==> src/rtl/ozdemir_core.sv <==
// Multi-cycle RV32I-subset core: FETCH, DECODE, EXECUTE, MEM/WB, one stage per clock.
// Instruction words arrive byte-swapped; data words are used as-is.
module ozdemir_core #(
  parameter logic [31:0] RESET_PC = 32'h0000_0000
) (
  input  logic          clk_i,
  input  logic          rst_i,
  input  logic [31:0]   inst_i,
  output logic [31:0]   pc_o,
  output logic [1023:0] regs_o,
  output logic          data_mem_we_o,
  output logic [31:0]   data_mem_addr_o,
  output logic [31:0]   data_mem_wdata_o,
  input  logic [31:0]   data_mem_rdata_i,
  output logic [1:0]    cur_stage_o
);

  localparam logic [6:0] OPC_LUI    = 7'b0110111;
  localparam logic [6:0] OPC_AUIPC  = 7'b0010111;
  localparam logic [6:0] OPC_JAL    = 7'b1101111;
  localparam logic [6:0] OPC_JALR   = 7'b1100111;
  localparam logic [6:0] OPC_BRANCH = 7'b1100011;
  localparam logic [6:0] OPC_LOAD   = 7'b0000011;
  localparam logic [6:0] OPC_STORE  = 7'b0100011;
  localparam logic [6:0] OPC_OPIMM  = 7'b0010011;
  localparam logic [6:0] OPC_OP     = 7'b0110011;

  typedef enum logic [1:0] {
    ST_FETCH   = 2'd0,
    ST_DECODE  = 2'd1,
    ST_EXECUTE = 2'd2,
    ST_MEMWB   = 2'd3
  } stage_e;

  stage_e      stage_q, stage_d;
  logic [31:0] pc_q, ir_q, rs1_q, rs2_q, imm_q, result_q, next_pc_q;
  logic [31:0] regs_q [32];
  logic        we_q;
  logic [31:0] addr_q, wdata_q;

  logic [6:0]  opcode;
  logic [2:0]  funct3;
  logic [4:0]  rd_idx, rs1_idx, rs2_idx;
  logic [31:0] imm_d, op_b, alu_d, result_d, next_pc_d, wb_data;
  logic [4:0]  shamt;
  logic        is_load, is_store, writes_rd, branch_taken;

  assign opcode   = ir_q[6:0];
  assign rd_idx   = ir_q[11:7];
  assign funct3   = ir_q[14:12];
  assign rs1_idx  = ir_q[19:15];
  assign rs2_idx  = ir_q[24:20];
  assign is_load  = (opcode == OPC_LOAD);
  assign is_store = (opcode == OPC_STORE);

  // State register
  // NOTE: clocked blocks use non-blocking assignments so every register samples pre-edge values.
  always_ff @(posedge clk_i) begin
    if (rst_i) stage_q <= ST_FETCH;
    else       stage_q <= stage_d;
  end

  // Next-state logic
  always_comb begin
    stage_d = ST_FETCH;
    unique case (stage_q)
      ST_FETCH:   stage_d = ST_DECODE;
      ST_DECODE:  stage_d = ST_EXECUTE;
      ST_EXECUTE: stage_d = ST_MEMWB;
      ST_MEMWB:   stage_d = ST_FETCH;
      default:    stage_d = ST_FETCH;
    endcase
  end

  // Output logic
  always_comb begin
    cur_stage_o = stage_q;
  end

  // Immediate generation, selected by instruction format
  // NOTE: every combinational output gets a default first so no path leaves it unassigned (no latch).
  always_comb begin
    imm_d = {{20{ir_q[31]}}, ir_q[31:20]};
    unique case (opcode)
      OPC_STORE:           imm_d = {{20{ir_q[31]}}, ir_q[31:25], ir_q[11:7]};
      OPC_BRANCH:          imm_d = {{19{ir_q[31]}}, ir_q[31], ir_q[7], ir_q[30:25], ir_q[11:8], 1'b0};
      OPC_LUI, OPC_AUIPC:  imm_d = {ir_q[31:12], 12'b0};
      OPC_JAL:             imm_d = {{11{ir_q[31]}}, ir_q[31], ir_q[19:12], ir_q[20], ir_q[30:21], 1'b0};
      default:             imm_d = {{20{ir_q[31]}}, ir_q[31:20]};
    endcase
  end

  // ALU; bit 30 selects SUB and SRA/SRAI
  assign op_b  = (opcode == OPC_OP) ? rs2_q : imm_q;
  assign shamt = op_b[4:0];

  always_comb begin
    alu_d = 32'h0;
    unique case (funct3)
      3'b000:  alu_d = (opcode == OPC_OP && ir_q[30]) ? rs1_q - op_b : rs1_q + op_b;
      3'b001:  alu_d = rs1_q << shamt;
      3'b010:  alu_d = {31'b0, $signed(rs1_q) < $signed(op_b)};
      3'b011:  alu_d = {31'b0, rs1_q < op_b};
      3'b100:  alu_d = rs1_q ^ op_b;
      3'b101:  alu_d = ir_q[30] ? 32'($signed(rs1_q) >>> shamt) : rs1_q >> shamt;
      3'b110:  alu_d = rs1_q | op_b;
      3'b111:  alu_d = rs1_q & op_b;
      default: alu_d = 32'h0;
    endcase
  end

  always_comb begin
    branch_taken = 1'b0;
    unique case (funct3)
      3'b000:  branch_taken = (rs1_q == rs2_q);
      3'b001:  branch_taken = (rs1_q != rs2_q);
      3'b100:  branch_taken = ($signed(rs1_q) < $signed(rs2_q));
      3'b101:  branch_taken = ($signed(rs1_q) >= $signed(rs2_q));
      3'b110:  branch_taken = (rs1_q < rs2_q);
      3'b111:  branch_taken = (rs1_q >= rs2_q);
      default: branch_taken = 1'b0;
    endcase
  end

  // Result, writeback enable and next PC; unknown opcodes fall through as NOP
  always_comb begin
    result_d  = alu_d;
    next_pc_d = pc_q + 32'd4;
    writes_rd = 1'b0;
    unique case (opcode)
      OPC_LUI:    begin result_d = imm_q;         writes_rd = 1'b1; end
      OPC_AUIPC:  begin result_d = pc_q + imm_q;  writes_rd = 1'b1; end
      OPC_JAL:    begin
        result_d  = pc_q + 32'd4;
        next_pc_d = pc_q + imm_q;
        writes_rd = 1'b1;
      end
      OPC_JALR:   begin
        result_d  = pc_q + 32'd4;
        next_pc_d = (rs1_q + imm_q) & ~32'd1;
        writes_rd = 1'b1;
      end
      OPC_BRANCH: if (branch_taken) next_pc_d = pc_q + imm_q;
      OPC_LOAD:   writes_rd = 1'b1;
      OPC_OPIMM, OPC_OP: writes_rd = 1'b1;
      default:    writes_rd = 1'b0;
    endcase
  end

  assign wb_data = is_load ? data_mem_rdata_i : result_q;

  // Datapath registers, advanced by stage
  always_ff @(posedge clk_i) begin
    if (rst_i) begin
      pc_q      <= RESET_PC;
      ir_q      <= 32'h0;
      rs1_q     <= 32'h0;
      rs2_q     <= 32'h0;
      imm_q     <= 32'h0;
      result_q  <= 32'h0;
      next_pc_q <= 32'h0;
      we_q      <= 1'b0;
      addr_q    <= 32'h0;
      wdata_q   <= 32'h0;
    end else begin
      unique case (stage_q)
        ST_FETCH:  ir_q <= {inst_i[7:0], inst_i[15:8], inst_i[23:16], inst_i[31:24]};
        ST_DECODE: begin
          rs1_q <= regs_q[rs1_idx];
          rs2_q <= regs_q[rs2_idx];
          imm_q <= imm_d;
        end
        ST_EXECUTE: begin
          result_q  <= result_d;
          next_pc_q <= next_pc_d;
          if (is_load || is_store) addr_q <= rs1_q + imm_q;
          if (is_store) begin
            we_q    <= 1'b1;
            wdata_q <= rs2_q;
          end
        end
        ST_MEMWB: begin
          pc_q <= next_pc_q;
          we_q <= 1'b0;
        end
        default: ;
      endcase
    end
  end

  // Register file
  // NOTE: the register file is reset because it is exported and must read all-zero after reset.
  always_ff @(posedge clk_i) begin
    if (rst_i) begin
      for (int i = 0; i < 32; i++) regs_q[i] <= 32'h0;
    end else if (stage_q == ST_MEMWB && writes_rd && rd_idx != 5'd0) begin
      regs_q[rd_idx] <= wb_data;
    end
  end

  always_comb begin
    regs_o = '0;
    for (int n = 0; n < 32; n++) regs_o[(31-n)*32 +: 32] = regs_q[n];
  end

  assign pc_o             = pc_q;
  assign data_mem_we_o    = we_q;
  assign data_mem_addr_o  = addr_q;
  assign data_mem_wdata_o = wdata_q;

endmodule

==> config.mk <==
export PLATFORM = sky130hd
export DESIGN_NAME = ozdemir_core
export DESIGN_NICKNAME = d
export VERILOG_FILES = /design/src/rtl/ozdemir_core.sv
export SDC_FILE = /design/constraint.sdc
export NUM_CORES = 2
export LEC_CHECK = 0
export CORE_AREA = 2 2 469 471
export DETAILED_ROUTE_END_ITERATION = 12
export DIE_AREA = 0 0 471 473
export HOLD_SLACK_MARGIN = 0.02
export PLACE_DENSITY = 0.68
export SLEW_MARGIN = 20
export SYNTH_ARGS = -nofsm -noshare
export SYNTH_HDL_FRONTEND = slang
export SYNTH_SLANG_ARGS = --single-unit
==> constraint.sdc <==
create_clock -name clk_i -period 4.7 [get_ports clk_i]
set_input_delay 0.94 -clock clk_i [delete_from_list [all_inputs] [get_ports clk_i]]
set_output_delay 0.94 -clock clk_i [all_outputs]
set_load 0.01 [all_outputs]
==> run_results.csv <==
group,metric,value,unit
status,status,"completed",
detailed_routing,drtPass1Iterations,6,
synth,syn_area,76900,um2
detailed_routing,drtAntennaViolNets,0,
placed_design,dp_hpwl,365000,um
clock_tree,h-tree-depth,4,
clock_tree,cts_tree,"yes",
detailed_routing,wl_per_cell,42.2,um
synth,synth.area.top_cells,"edfxtp_1 (40%), mux4_2 (19%), dfxtp_1 (7.6%), nor2_1 (6.6%), mux2i_1 (3.7%)",
detailed_routing,drtIter0Drc,11500,
power,p_clk_share,26.9,%
synth,ys.flop_type,"edfxtp_1",
run,drv_cap,0,
detailed_routing,wl,463000,um
global_route,overflow,0,
clock_tree,clock_latency,890,ps
timing,rsz0062_at_grt,"false",
synth,synth_cells,6602,
die,die_area,223000,um2
timing,slew_violations,0,
clock_tree,cts_sinks,1315,
final_layout,fill_cells,19900,
final_layout,multiInputGateArea,38300,um2
timing,worst_pin_slew,1140,ps
timing,period_needed,4620,ps
synth,yosysUniqueCellTypes,91,
placed_design,io_buffers,1188,
global_route,grt_max_degree,142,
clock_tree,cts.path.max_buffers,3,
die,io_pins,1189,
hold_path,hp-class,"flip-flop to flip-flop",
die,die_x,471,um
synth,ys_async_sr_fraction,0,%
global_route,grt_pass1_wl,612000,um
power,ir_drop,0.000337,V
placed_design,placed_area,95800,um2
detailed_routing,vias,70800,
final_layout,layout_common_cells,"nor2_1 (1349), clkdlybuf4s50_1 (1187), edfxtp_1 (1024)",
synth,synth_area_leader_cell,"edfxtp_1",
worst_setup_path,arrival,5370,ps
final_layout,utilization,46.3,%
power,sw_frac_of_total,41.0,%
final_layout,drive_above_1_share,20.9,%
timing,post-route-period-util,98.2,%
clock_tree,cts_root_buf,"clkbuf_16",
global_route,grt_pass1_vias,66900,
power,power.switching,0.0190,W
synth,ys_ff_latch,1315,
power,powerDensity,458,nW/um2
worst_setup_path,required,5450,ps
final_layout,seq_area,36600,um2
global_route,antenna_found_initial,43,
final_layout,postLayoutCellArea,101000,um2
final_layout,mostFrequentLayoutCell,"nor2_1",
worst_setup_path,crit_path_start_kind,"flip-flop",
final_layout,final_nets,8227,
power,p_int,0.0273,W
power,power.leakage,34.8,nW
synth,synth_edf_count,1024,
power,comb_power_share,41.6,%
synth,yosys_warnings,0,
worst_setup_path,critPathKind,"flip-flop to flip-flop",
clock_tree,clkTransAtPathRegs,60,ps
die,die_y,473,um
synth,synth.avg_cell_area,11.7,um2
timing,finClkSkew,90.9,ps
timing,hold_viol_final,0,
clock_tree,cts_made_buffers,154,
die,start_util,35.3,%
timing,setup_violations,0,
worst_setup_path,cp_max_fo,7,
die,num_rows,172,
synth,ys_seq_area_share,47.5,%
power,seqPwrFrac,31.5,%
global_route,grtUsageTotal,40.4,%
synth,yosysTopAreaCellShare,40.0,%
detailed_routing,drc,0,
detailed_routing,routed_via_density,6.45,
worst_setup_path,end_kind,"flip-flop",
timing,timing.slew.headroom,23.7,%
placed_design,gp_congestion,1.03,
die,coreArea,218000,um2
final_layout,syn_to_final_growth,31.3,%
timing,fmax,217,MHz
## repair_timing
| action | in CTS | in global routing |
|---|---|---|
| cloned | 0 | 0 |
| buffers inserted | 0 | 1 |
| pin swaps | 0 | 1 |
| setup endpoints to repair | 22 | 13 |
| resized for setup | 3 | 9 |
| hold buffers | 0 | 0 |
## worst max-delay path, stage by stage (launching register included)
cell       delay, ps
dfxtp_1          340
nand4bb_2        410
buf_4            270
o21ai_1          170
and2_2           190
inv_2             40
ha_1             280
inv_1             90
ha_1             150
a31oi_1           60
o21ai_0          580
a31oi_1          300
o31ai_2          530
a221oi_1         270
o41ai_1          320
buf_4            180
xnor2_1          100
nand2_1           70
a211oi_1         190
## kinds of logic after synthesis
kind of cell / synth area share (%)
compound gates: 9.38
xor+xnor: 1.33
fa+ha+maj: 3.22
buf+inv: 3.77
flops: 47.5
mux: 23.4
other cells: 0.00487
simple gates: 11.4
## stage by stage
stage          setup WS (ps)  std cells  hold slack [ps]  total power, W  setup TNS (ps)
2_1_floorplan            216       6633              424          0.0238               0
3_3_place_gp            -218      10700              442          0.0333           -2170
3_5_place_dp            -164      10700              448          0.0333           -1470
4_1_cts                 57.8      11000              456          0.0456               0
5_1_grt                 3.02      11000              475          0.0472               0
6_report                83.8      11000              454          0.0462               0
## power groups by stage
stage | clock network (W) | registers [W] | logic, W
after floorplan | 0 | 0.0142 | 0.00965
after global placement | 0 | 0.0147 | 0.0185
after detailed placement | 0 | 0.0148 | 0.0185
after CTS | 0.0125 | 0.0145 | 0.0186
after global routing | 0.0129 | 0.0146 | 0.0197
final | 0.0124 | 0.0146 | 0.0192
## final cells by class
type | count | area share [%]
Timing Repair Buffer | 1775 | 16.6
Sequential cell | 1315 | 36.2
Tap cell | 2871 | 3.56
Multi-Input combinational cell | 4563 | 37.9
Inverter | 156 | 0.580
Antenna cell | 11 | 0.0272
Clock inverter | 99 | 1.12
Clock buffer | 186 | 4.00
## layer usage
metal	wire [um]	vias to the layer above	share of wire (%)	GRT usage [%]
met4	36400	24	7.9	24.7
met1	162000	35800	35	49.1
met5	165	-	0.036	0
met3	63400	1233	14	14.9
li1	-	27600	-	-
met2	201000	6098	44	61.2
## sequential cells by signal, indices dropped and copies added, names as in the netlist
name and flops:
data_mem_wdata_o 32, cur_stage_o 2, data_mem_we_o 1, pc_o 32, rs1_q 32, result_q 32, rs2_q 32, data_mem_addr_o 32
ir_q 32, next_pc_q 32, imm_q 32, regs_q 1024
## synthesized netlist by cell type (9+ instances only)
master / number
a211oi_1: 144
a21o_1: 37
a21oi_1: 341
a221o_1: 11
a221oi_1: 44
a22oi_1: 10
a311oi_1: 12
a31oi_1: 29
a32o_1: 9
and2_1: 16
and3_1: 31
buf_1: 70
buf_2: 29
clkbuf_1: 493
dfxtp_1: 291
edfxtp_1: 1024
ha_1: 193
inv_1: 150
mux2_2: 46
mux2i_1: 288
mux4_2: 647
nand2_1: 409
nand2b_1: 61
nand3_1: 91
nand4_1: 28
nor2_1: 1352
nor2b_1: 15
nor3_1: 65
nor4_1: 14
o2111ai_1: 13
o211ai_1: 42
o21a_1: 18
o21ai_0: 221
o21bai_1: 26
o221ai_1: 28
o22ai_1: 11
o31ai_1: 12
or3_1: 11
xnor2_1: 83
xor2_1: 34
## worst paths after layout
path                                           from                  end  slack [ps]  cells past startpoint
worst max register to register              ir_q[3]         result_q[30]          80                     18
worst min register to register  data_mem_addr_o[11]  data_mem_addr_o[11]         450                      2
worst min-delay path            data_mem_addr_o[11]  data_mem_addr_o[11]         450                      2
worst max-delay path                        ir_q[3]         result_q[30]          80                     18
No activity file was read; power rests on OpenSTA's default activity.
